--- src/rtl/dual_issue_ctrl_if.sv ---
// Fetch-pair / issue-packet bundle between the fetch stage, the dual-issue
// controller and decode.
interface dual_issue_ctrl_if #(
  parameter int DATA_WIDTH = 32,
  parameter int CNT_WIDTH  = 16
) ();
  logic [DATA_WIDTH-1:0] InstrA_i;
  logic [DATA_WIDTH-1:0] InstrB_i;
  logic                  PairValid_i;
  logic                  DownReady_i;
  logic                  Flush_i;
  logic                  FetchStall_o;
  logic [DATA_WIDTH-1:0] Issue0Instr_o;
  logic                  Issue0Valid_o;
  logic [DATA_WIDTH-1:0] Issue1Instr_o;
  logic                  Issue1Valid_o;
  logic [CNT_WIDTH-1:0]  SplitCount_o;

  modport slave (
    input  InstrA_i, InstrB_i, PairValid_i, DownReady_i, Flush_i,
    output FetchStall_o, Issue0Instr_o, Issue0Valid_o,
           Issue1Instr_o, Issue1Valid_o, SplitCount_o
  );

  modport master (
    output InstrA_i, InstrB_i, PairValid_i, DownReady_i, Flush_i,
    input  FetchStall_o, Issue0Instr_o, Issue0Valid_o,
           Issue1Instr_o, Issue1Valid_o, SplitCount_o
  );
endinterface

--- src/rtl/dual_issue_ctrl.sv ---
// Dual-issue controller: issues the fetched pair together, or splits it on an
// intra-pair hazard and issues the younger instruction from a one-entry buffer.
module dual_issue_ctrl #(
  parameter int DATA_WIDTH = 32,
  parameter int CNT_WIDTH  = 16
) (
  input logic         clk,
  input logic         rst,
  dual_issue_ctrl_if.slave bus
);

  typedef enum logic [0:0] {PAIR, HOLD_B} state_t;

  localparam logic [6:0] OP_OP     = 7'b0110011;
  localparam logic [6:0] OP_OPIMM  = 7'b0010011;
  localparam logic [6:0] OP_LOAD   = 7'b0000011;
  localparam logic [6:0] OP_STORE  = 7'b0100011;
  localparam logic [6:0] OP_BRANCH = 7'b1100011;
  localparam logic [6:0] OP_LUI    = 7'b0110111;
  localparam logic [6:0] OP_AUIPC  = 7'b0010111;
  localparam logic [6:0] OP_JAL    = 7'b1101111;
  localparam logic [6:0] OP_JALR   = 7'b1100111;

  function automatic logic writes_rd(input logic [6:0] op);
    return (op == OP_OP) || (op == OP_OPIMM) || (op == OP_LOAD) ||
           (op == OP_LUI) || (op == OP_AUIPC) || (op == OP_JAL) ||
           (op == OP_JALR);
  endfunction

  function automatic logic reads_rs1(input logic [6:0] op);
    return (op == OP_OP) || (op == OP_OPIMM) || (op == OP_LOAD) ||
           (op == OP_STORE) || (op == OP_BRANCH) || (op == OP_JALR);
  endfunction

  function automatic logic reads_rs2(input logic [6:0] op);
    return (op == OP_OP) || (op == OP_STORE) || (op == OP_BRANCH);
  endfunction

  function automatic logic is_mem(input logic [6:0] op);
    return (op == OP_LOAD) || (op == OP_STORE);
  endfunction

  function automatic logic is_ctrl(input logic [6:0] op);
    return (op == OP_BRANCH) || (op == OP_JAL) || (op == OP_JALR);
  endfunction

  state_t                state_q;
  logic [DATA_WIDTH-1:0] buf_q;
  logic [DATA_WIDTH-1:0] issue0_instr_q;
  logic [DATA_WIDTH-1:0] issue1_instr_q;
  logic                  issue0_vld_q;
  logic                  issue1_vld_q;
  logic [CNT_WIDTH-1:0]  split_cnt_q;
  logic [CNT_WIDTH-1:0]  split_cnt_d;

  logic [6:0] op_a, op_b;
  logic [4:0] rd_a, rd_b, rs1_b, rs2_b;
  logic       wr_a, wr_b;
  logic       raw_hz, waw_hz, mem_hz, ctrl_hz, hazard;
  logic       unused_instr_bits;

  assign op_a  = bus.InstrA_i[6:0];
  assign rd_a  = bus.InstrA_i[11:7];
  assign op_b  = bus.InstrB_i[6:0];
  assign rd_b  = bus.InstrB_i[11:7];
  assign rs1_b = bus.InstrB_i[19:15];
  assign rs2_b = bus.InstrB_i[24:20];

  // Funct and immediate fields carry no dependency information.
  assign unused_instr_bits = ^{bus.InstrA_i[DATA_WIDTH-1:12], bus.InstrB_i[DATA_WIDTH-1:25],
                               bus.InstrB_i[14:12]};

  // x0 destinations are filtered here so no rule below can fire on them.
  assign wr_a = writes_rd(op_a) && (rd_a != 5'd0);
  assign wr_b = writes_rd(op_b) && (rd_b != 5'd0);

  assign raw_hz  = wr_a && ((reads_rs1(op_b) && (rs1_b == rd_a)) ||
                            (reads_rs2(op_b) && (rs2_b == rd_a)));
  assign waw_hz  = wr_a && wr_b && (rd_a == rd_b);
  assign mem_hz  = is_mem(op_a) && is_mem(op_b);
  assign ctrl_hz = is_ctrl(op_a);
  assign hazard  = raw_hz || waw_hz || mem_hz || ctrl_hz;

  assign split_cnt_d = (&split_cnt_q) ? split_cnt_q : split_cnt_q + 1'b1;

  always_comb begin
    bus.FetchStall_o = 1'b0;
    if (bus.Flush_i) begin
      bus.FetchStall_o = 1'b0;
    end else if (!bus.DownReady_i) begin
      bus.FetchStall_o = 1'b1;
    end else if ((state_q == PAIR) && bus.PairValid_i && hazard) begin
      bus.FetchStall_o = 1'b1;
    end
  end

  always_ff @(posedge clk or negedge rst) begin
    if (!rst) begin
      state_q        <= PAIR;
      buf_q          <= '0;
      issue0_instr_q <= '0;
      issue1_instr_q <= '0;
      issue0_vld_q   <= 1'b0;
      issue1_vld_q   <= 1'b0;
      split_cnt_q    <= '0;
    end else if (bus.Flush_i) begin
      issue0_vld_q <= 1'b0;
      issue1_vld_q <= 1'b0;
      state_q      <= PAIR;
    end else if (bus.DownReady_i) begin
      case (state_q)
        PAIR: begin
          if (!bus.PairValid_i) begin
            issue0_vld_q <= 1'b0;
            issue1_vld_q <= 1'b0;
          end else if (hazard) begin
            issue0_instr_q <= bus.InstrA_i;
            issue0_vld_q   <= 1'b1;
            issue1_vld_q   <= 1'b0;
            buf_q          <= bus.InstrB_i;
            split_cnt_q    <= split_cnt_d;
            state_q        <= HOLD_B;
          end else begin
            issue0_instr_q <= bus.InstrA_i;
            issue1_instr_q <= bus.InstrB_i;
            issue0_vld_q   <= 1'b1;
            issue1_vld_q   <= 1'b1;
          end
        end
        HOLD_B: begin
          // The fetch pair is still the one already split; only B is pending.
          issue0_instr_q <= buf_q;
          issue0_vld_q   <= 1'b1;
          issue1_vld_q   <= 1'b0;
          state_q        <= PAIR;
        end
        default: state_q <= PAIR;
      endcase
    end
  end

  assign bus.Issue0Instr_o = issue0_instr_q;
  assign bus.Issue0Valid_o = issue0_vld_q;
  assign bus.Issue1Instr_o = issue1_instr_q;
  assign bus.Issue1Valid_o = issue1_vld_q;
  assign bus.SplitCount_o  = split_cnt_q;

endmodule

--- src/flat_wrapper.sv ---
// flat-port wrapper written by rule: the top's interface ports become plain ports
module dual_issue_ctrl_flat 
#(
  parameter int DATA_WIDTH = 32,
  parameter int CNT_WIDTH  = 16
)
  (clk, rst, bus_InstrA_i, bus_InstrB_i, bus_PairValid_i, bus_DownReady_i, bus_Flush_i, bus_FetchStall_o, bus_Issue0Instr_o, bus_Issue0Valid_o, bus_Issue1Instr_o, bus_Issue1Valid_o, bus_SplitCount_o);
  dual_issue_ctrl_if #(.DATA_WIDTH(DATA_WIDTH), .CNT_WIDTH(CNT_WIDTH)) bus_i ();
  input logic clk;
  input logic rst;
  input wire logic [$bits(bus_i.InstrA_i)-1:0] bus_InstrA_i;
  input wire logic [$bits(bus_i.InstrB_i)-1:0] bus_InstrB_i;
  input wire logic [$bits(bus_i.PairValid_i)-1:0] bus_PairValid_i;
  input wire logic [$bits(bus_i.DownReady_i)-1:0] bus_DownReady_i;
  input wire logic [$bits(bus_i.Flush_i)-1:0] bus_Flush_i;
  output wire logic [$bits(bus_i.FetchStall_o)-1:0] bus_FetchStall_o;
  output wire logic [$bits(bus_i.Issue0Instr_o)-1:0] bus_Issue0Instr_o;
  output wire logic [$bits(bus_i.Issue0Valid_o)-1:0] bus_Issue0Valid_o;
  output wire logic [$bits(bus_i.Issue1Instr_o)-1:0] bus_Issue1Instr_o;
  output wire logic [$bits(bus_i.Issue1Valid_o)-1:0] bus_Issue1Valid_o;
  output wire logic [$bits(bus_i.SplitCount_o)-1:0] bus_SplitCount_o;
  assign bus_i.InstrA_i = bus_InstrA_i;
  assign bus_i.InstrB_i = bus_InstrB_i;
  assign bus_i.PairValid_i = bus_PairValid_i;
  assign bus_i.DownReady_i = bus_DownReady_i;
  assign bus_i.Flush_i = bus_Flush_i;
  assign bus_FetchStall_o = bus_i.FetchStall_o;
  assign bus_Issue0Instr_o = bus_i.Issue0Instr_o;
  assign bus_Issue0Valid_o = bus_i.Issue0Valid_o;
  assign bus_Issue1Instr_o = bus_i.Issue1Instr_o;
  assign bus_Issue1Valid_o = bus_i.Issue1Valid_o;
  assign bus_SplitCount_o = bus_i.SplitCount_o;
  dual_issue_ctrl #(.DATA_WIDTH(DATA_WIDTH), .CNT_WIDTH(CNT_WIDTH)) u_core (.clk(clk), .rst(rst), .bus(bus_i));
endmodule
--- config.mk ---
export PLATFORM = sky130hd
export DESIGN_NAME = dual_issue_ctrl_flat
export DESIGN_NICKNAME = d
export VERILOG_FILES = /design/src/rtl/dual_issue_ctrl_if.sv /design/src/rtl/dual_issue_ctrl.sv /design/src/flat_wrapper.sv
export SDC_FILE = /design/constraint.sdc
export NUM_CORES = 1
export LEC_CHECK = 0
export CELL_PAD_IN_SITES_DETAIL_PLACEMENT = 0
export CELL_PAD_IN_SITES_GLOBAL_PLACEMENT = 1
export CORE_ASPECT_RATIO = 2
export CORE_UTILIZATION = 30
export CTS_BUF_LIST = sky130_fd_sc_hd__clkbuf_2 sky130_fd_sc_hd__clkbuf_4 sky130_fd_sc_hd__clkbuf_8
export CTS_CLUSTER_DIAMETER = 30
export CTS_CLUSTER_SIZE = 30
export DETAILED_ROUTE_END_ITERATION = 6
export PLACE_DENSITY_LB_ADDON = 0.2
export SLEW_MARGIN = 15
export SYNTH_ARGS = -nofsm -noshare
export SYNTH_HDL_FRONTEND = slang
export SYNTH_SLANG_ARGS = --single-unit
--- constraint.sdc ---
create_clock -name clk -period 3.7 [get_ports clk]
set_input_delay 0.37 -clock clk [delete_from_list [all_inputs] [get_ports clk]]
set_output_delay 0.37 -clock clk [all_outputs]
set_load 0.005 [all_outputs]
Word-level counts from Yosys, hierarchy flattened --
Index checks and enable logic that the tools add are counted.
Word-level totals: flip-flop bits (word level) 115, input port bits 69, output and inout bits 83, logic and storage cells 96
Operators by class: $add $sub $neg 1, equality and inequality tests 22, multiplexer cells 19, bitwise logic cells 4, reductions and logical operators 43
Operator list (count):
- case mux 32 bit (2 select lines) | 1
- equality test 7 x 6 -> 1 bit, second input constant | 6
- equality test 7 bit, second input constant | 6
- 2-to-1 mux 32 bit | 1
- equality test 7 x 5 -> 1 bit, second input constant | 4
- logical OR 1 bit | 25
- adder 16 x 1 -> 16 bit, second input constant | 1
- AND reduction 16 bit | 1
- equality test 5 bit | 3
- equality test 7 x 2 -> 1 bit, second input constant | 2
- 2-to-1 mux 1 bit | 14
- logical AND 1 bit | 10
- AND reduction 5 bit | 2
- nonzero test 5 bit | 2
- case mux 1 bit (2 select lines) | 3
- AND reduction 6 bit | 1
- NOT 1 bit | 4
- AND reduction 3 bit | 1
- inequality test 2 bit, second input constant | 1
- nonzero test 2 bit | 1

Logic depth before layout (Yosys ltp) --
depth in word-level cells 18, mapped depth 10, gate-level depth less buffers 7

Least setup slack after synthesis --
OpenSTA, ideal clock, no wires.
path type input -> output, from input port bus_InstrA_i[11], to output port bus_FetchStall_o, arrival time 1.975 ns, data required time 3.330 ns, slack 1.355 ns, stages on the path 8, path buffers 1, cells stage by stage clkbuf_1 -> xor2_1 -> nor4_1 -> and4_1 -> o31a_1 -> nor2_2 -> or3b_2 -> a21oi_1
Between the ends: word-level cells in the longest chain between the ends 11, elaborated cells between the ends (all ways) 18, those cells by class 3 x eq/ne; 3 x mux; 12 x reduce/logical
Ends and longest elaborated chain:
- start, declared | line flat_wrapper.sv:11 | input wire logic [$bits(bus_i.InstrA_i)-1:0] bus_InstrA_i;
- equality test 5 bit (tied with other cells) | line dual_issue_ctrl.sv:77 | assign raw_hz = wr_a && ((reads_rs1(op_b) && (rs1_b == rd_a)) ||
- logical AND 1 bit (on tied branches) | line dual_issue_ctrl.sv:77, dual_issue_ctrl.sv:74, dual_issue_ctrl.sv:78
- logical OR 1 bit or logical AND 1 bit (tied branches) | line dual_issue_ctrl.sv:77, dual_issue_ctrl.sv:79
- logical AND 1 bit (on tied branches) | line dual_issue_ctrl.sv:77, dual_issue_ctrl.sv:79
- logical OR 1 bit * (3 in series) | line dual_issue_ctrl.sv:82 | assign hazard = raw_hz || waw_hz || mem_hz || ctrl_hz;
- logical AND 1 bit * | line dual_issue_ctrl.sv:92 | end else if ((state_q == PAIR) && bus.PairValid_i && hazard) begin
- 2-to-1 mux 1 bit * | line dual_issue_ctrl.sv:92
- 2-to-1 mux 1 bit * | line dual_issue_ctrl.sv:90 | end else if (!bus.DownReady_i) begin
- 2-to-1 mux 1 bit * | line dual_issue_ctrl.sv:88 | if (bus.Flush_i) begin
- end, declared | line flat_wrapper.sv:16 | output wire logic [$bits(bus_i.FetchStall_o)-1:0] bus_FetchStall_o;
Mark *: on every way between the ends. The rest lies on a longest branch, timed or not.

Final worst setup path --
Ends and elaborated chain as after synthesis.

==> flow_summary.yaml <==
critical_path:
  r2r-end: "u_core.buf_q[19]"
  arrival_ns: 3.17
  start_kind: "primary input"
  worstSetupStartpoint: "bus_InstrA_i[11]"
  critPathRequiredTime_ns: 3.33
  crit_end: "bus_FetchStall_o"
  cp-end-kind: "output pin"
  rrSetupSlack_ns: 1.27
  r2r_start: "u_core.state_q"
  reg2reg_depth: 5
  crit_path_max_fanout: 5
  worstSetupPathType: "primary input to output pin"
synth:
  synth_edf_count: 0
  synthCells: 407
  synth.distinct_cells: 40
  yosysSeqAreaShare: 0.5584
  syn_nets: 477
  async_reset_ff_frac: 1.000
  ys_warn_count: 0
  ys_ff_latch: 115
  synthFlopType: "dfrtp_1"
  syn-mean-instance-area_um2: 12.66
  netlist_area_um2: 5154
final_layout:
  final_common_cell: "clkdlybuf4s50_1"
  fin_area_um2: 7425
  multi_input_area_um2: 2158
  drive_gt1_frac: 0.1635
  layout.nets: 645
  fin_util: 0.4428
  n_antenna_cell: 0
  synthToLayoutAreaGrowth_pct: 44.06
  mostFrequentLayoutCells: "clkdlybuf4s50_1 (150), dfrtp_1 (114), nor2_1 (44)"
  nFillCells: 1634
  seq_area_um2: 2879
sta:
  post-route-period-util: 0.9564
  rsz0062_at_grt: "no"
  slew_violations: 0
  hold_viol: 0
  period_minus_slack_ns: 3.539
  fin_tns_setup_ns: 0
  slew_headroom: 0.4819
  whs_ns: 0.01749
  max_freq_ghz: 0.2826
  worst_pin_slew_ns: 0.7771
  finalClockSkew_ns: 0.01174
  setup_viol: 0
cts:
  cts_tree: "yes"
  cts_buffers: 17
  worstSkewPairLatency_ns: 0.43
  htreeDepth: 4
  clk_pin_slew_ns: 0.07
  cts.sinks: 115
  cts_max_path_buffers: 2
  clockRootBuffer: "clkbuf_8"
global_route:
  track_usage: 0.1790
  grt_overflow: 0
  antenna_found_initial: 0
  grt_max_degree: 59
  first_global_vias: 4018
  grt_pass1_wl_mm: 23.19
route:
  drt_first_pass_iters: 4
  num_vias: 3708
  ant_nets: 0
  wl_mm: 14.80
  drt_iter0_drc: 123
  wl_per_cell_um: 18.64
  via_per_inst: 4.670
  drc_errors: 0
job:
  cap_violations: 0
die:
  chipHeight_um: 187.4
  num_io_pins: 152
  core_um2: 16770
  die_area_um2: 17740
  fp-row-count: 67
  start_util: 0.3074
  die_width_um: 94.68
power_and_ir_drop:
  peakVddDrop_mv: 0.2167
  power_mw: 3.421
  p_per_area_nw_per_um2: 460.7
  p_leak_nw: 3.140
placement:
  hpwl_mm: 11.15
  io_buffers: 151
  place.gp.congestion: 0.7966
  place_area_um2: 6979
run_status:
  status: "finished, final reports clean"
min_path:
  hold_class: "primary input to asynchronous set/reset pin"
[stage by stage]
stage / std cells / worst slack (ns)
2_1_floorplan: 407 / 1.355
3_3_place_gp: 763 / 0.07211
3_5_place_dp: 763 / 0.08132
4_1_cts: 794 / 0.06262
5_1_grt: 794 / 0.007445
6_report: 794 / 0.1613
[metal layers]
metal / share of wire / track usage
met3: 0.042 / 0.04431
met2: 0.56 / 0.3240
met1: 0.37 / 0.1909
met5: 0 / 0
met4: 0.023 / 0.07517
[what timing repair did]
action                     4_1_cts  5_1_grt
setup endpoints to repair        0        1
setup buffers                    0        0
hold buffers                     0        0
gates resized for setup          0        3
[how the worst min path moves through the flow]
| stage | start | endpoint | slack, ns | cells after the start |
|---|---|---|---|---|
| final | rst | u_core.bus.Issue1Instr_o[19] | 0.02 | 1 |
| after floorplan | rst | u_core.buf_q[0] | 0.07 | 0 |
| after detailed placement | u_core.bus.Issue1Valid_o | u_core.bus.Issue1Valid_o | 0.48 | 2 |
| after global routing | rst | u_core.bus.Issue1Instr_o[20] | 0.05 | 1 |
| after CTS | rst | u_core.bus.Issue1Instr_o[17] | 0.02 | 1 |
| after global placement | u_core.bus.Issue0Valid_o | u_core.bus.Issue0Valid_o | 0.47 | 1 |
[synth_stat cells (4+ instances only)]
master / number / share of area
dfrtp_1: 115 / 0.56
clkbuf_1: 11 / 0.0080
buf_2: 4 / 0.0039
nor2_1: 44 / 0.032
buf_6: 4 / 0.0087
xor2_1: 14 / 0.024
nand2_1: 4 / 0.0029
nor4_1: 4 / 0.0049
mux2_4: 28 / 0.082
inv_1: 7 / 0.0051
mux2_2: 9 / 0.020
nand3_1: 12 / 0.012
xnor2_1: 15 / 0.025
mux2_1: 29 / 0.063
nand4_1: 5 / 0.0061
mux2i_1: 32 / 0.062
nor3_1: 6 / 0.0058
a21oi_1: 35 / 0.034
[cell type report]
class / count / share of cell area
well taps: 207 / 0.03488
flip-flops and latches: 115 / 0.3878
inverters: 7 / 0.003539
repair buffers: 169 / 0.2248
clock buffers: 21 / 0.03724
clock inverters: 10 / 0.02107
multi-input cells: 265 / 0.2907
[registers in the layout, indices dropped and copies added, names as in the netlist]
register / count
u_core.state_q: 1
u_core.bus.SplitCount_o: 16
u_core.bus.Issue0Instr_o: 32
u_core.buf_q: 32
u_core.bus.Issue1Instr_o: 32
u_core.bus.Issue0Valid_o: 1
u_core.bus.Issue1Valid_o: 1
[cell families after synthesis]
group                    after synthesis  share of synthesized area
AND/OR/NAND/NOR                       90                    0.08546
XOR/XNOR                              29                    0.04929
flip-flops                           115                     0.5584
buffers and inverters                 27                    0.02646
AO/OA/AOI/OAI                         47                    0.05123
multiplexers                          98                     0.2268
adder cells (fa/ha/maj)                1                   0.002427
[critical path, cell delays in order]
cell and delay, ns:
clkdlybuf4s50_1 0.54, xor2_1 0.23, nor4_2 0.34, and4_1 0.24
o31a_1 0.22, nor2_2 0.08, or3b_2 0.47, a21oi_1 0.16
clkdlybuf4s50_1 0.52
[report_power, final]
part | internal [mW] | total [mW] | switching [mW] | leakage, nW
Clock | 0.778 | 1.29 | 0.509 | 0.222
Combinational | 0.409 | 0.633 | 0.224 | 1.50
Sequential | 1.41 | 1.50 | 0.0893 | 1.42
Power figures use the tool's default switching activity.
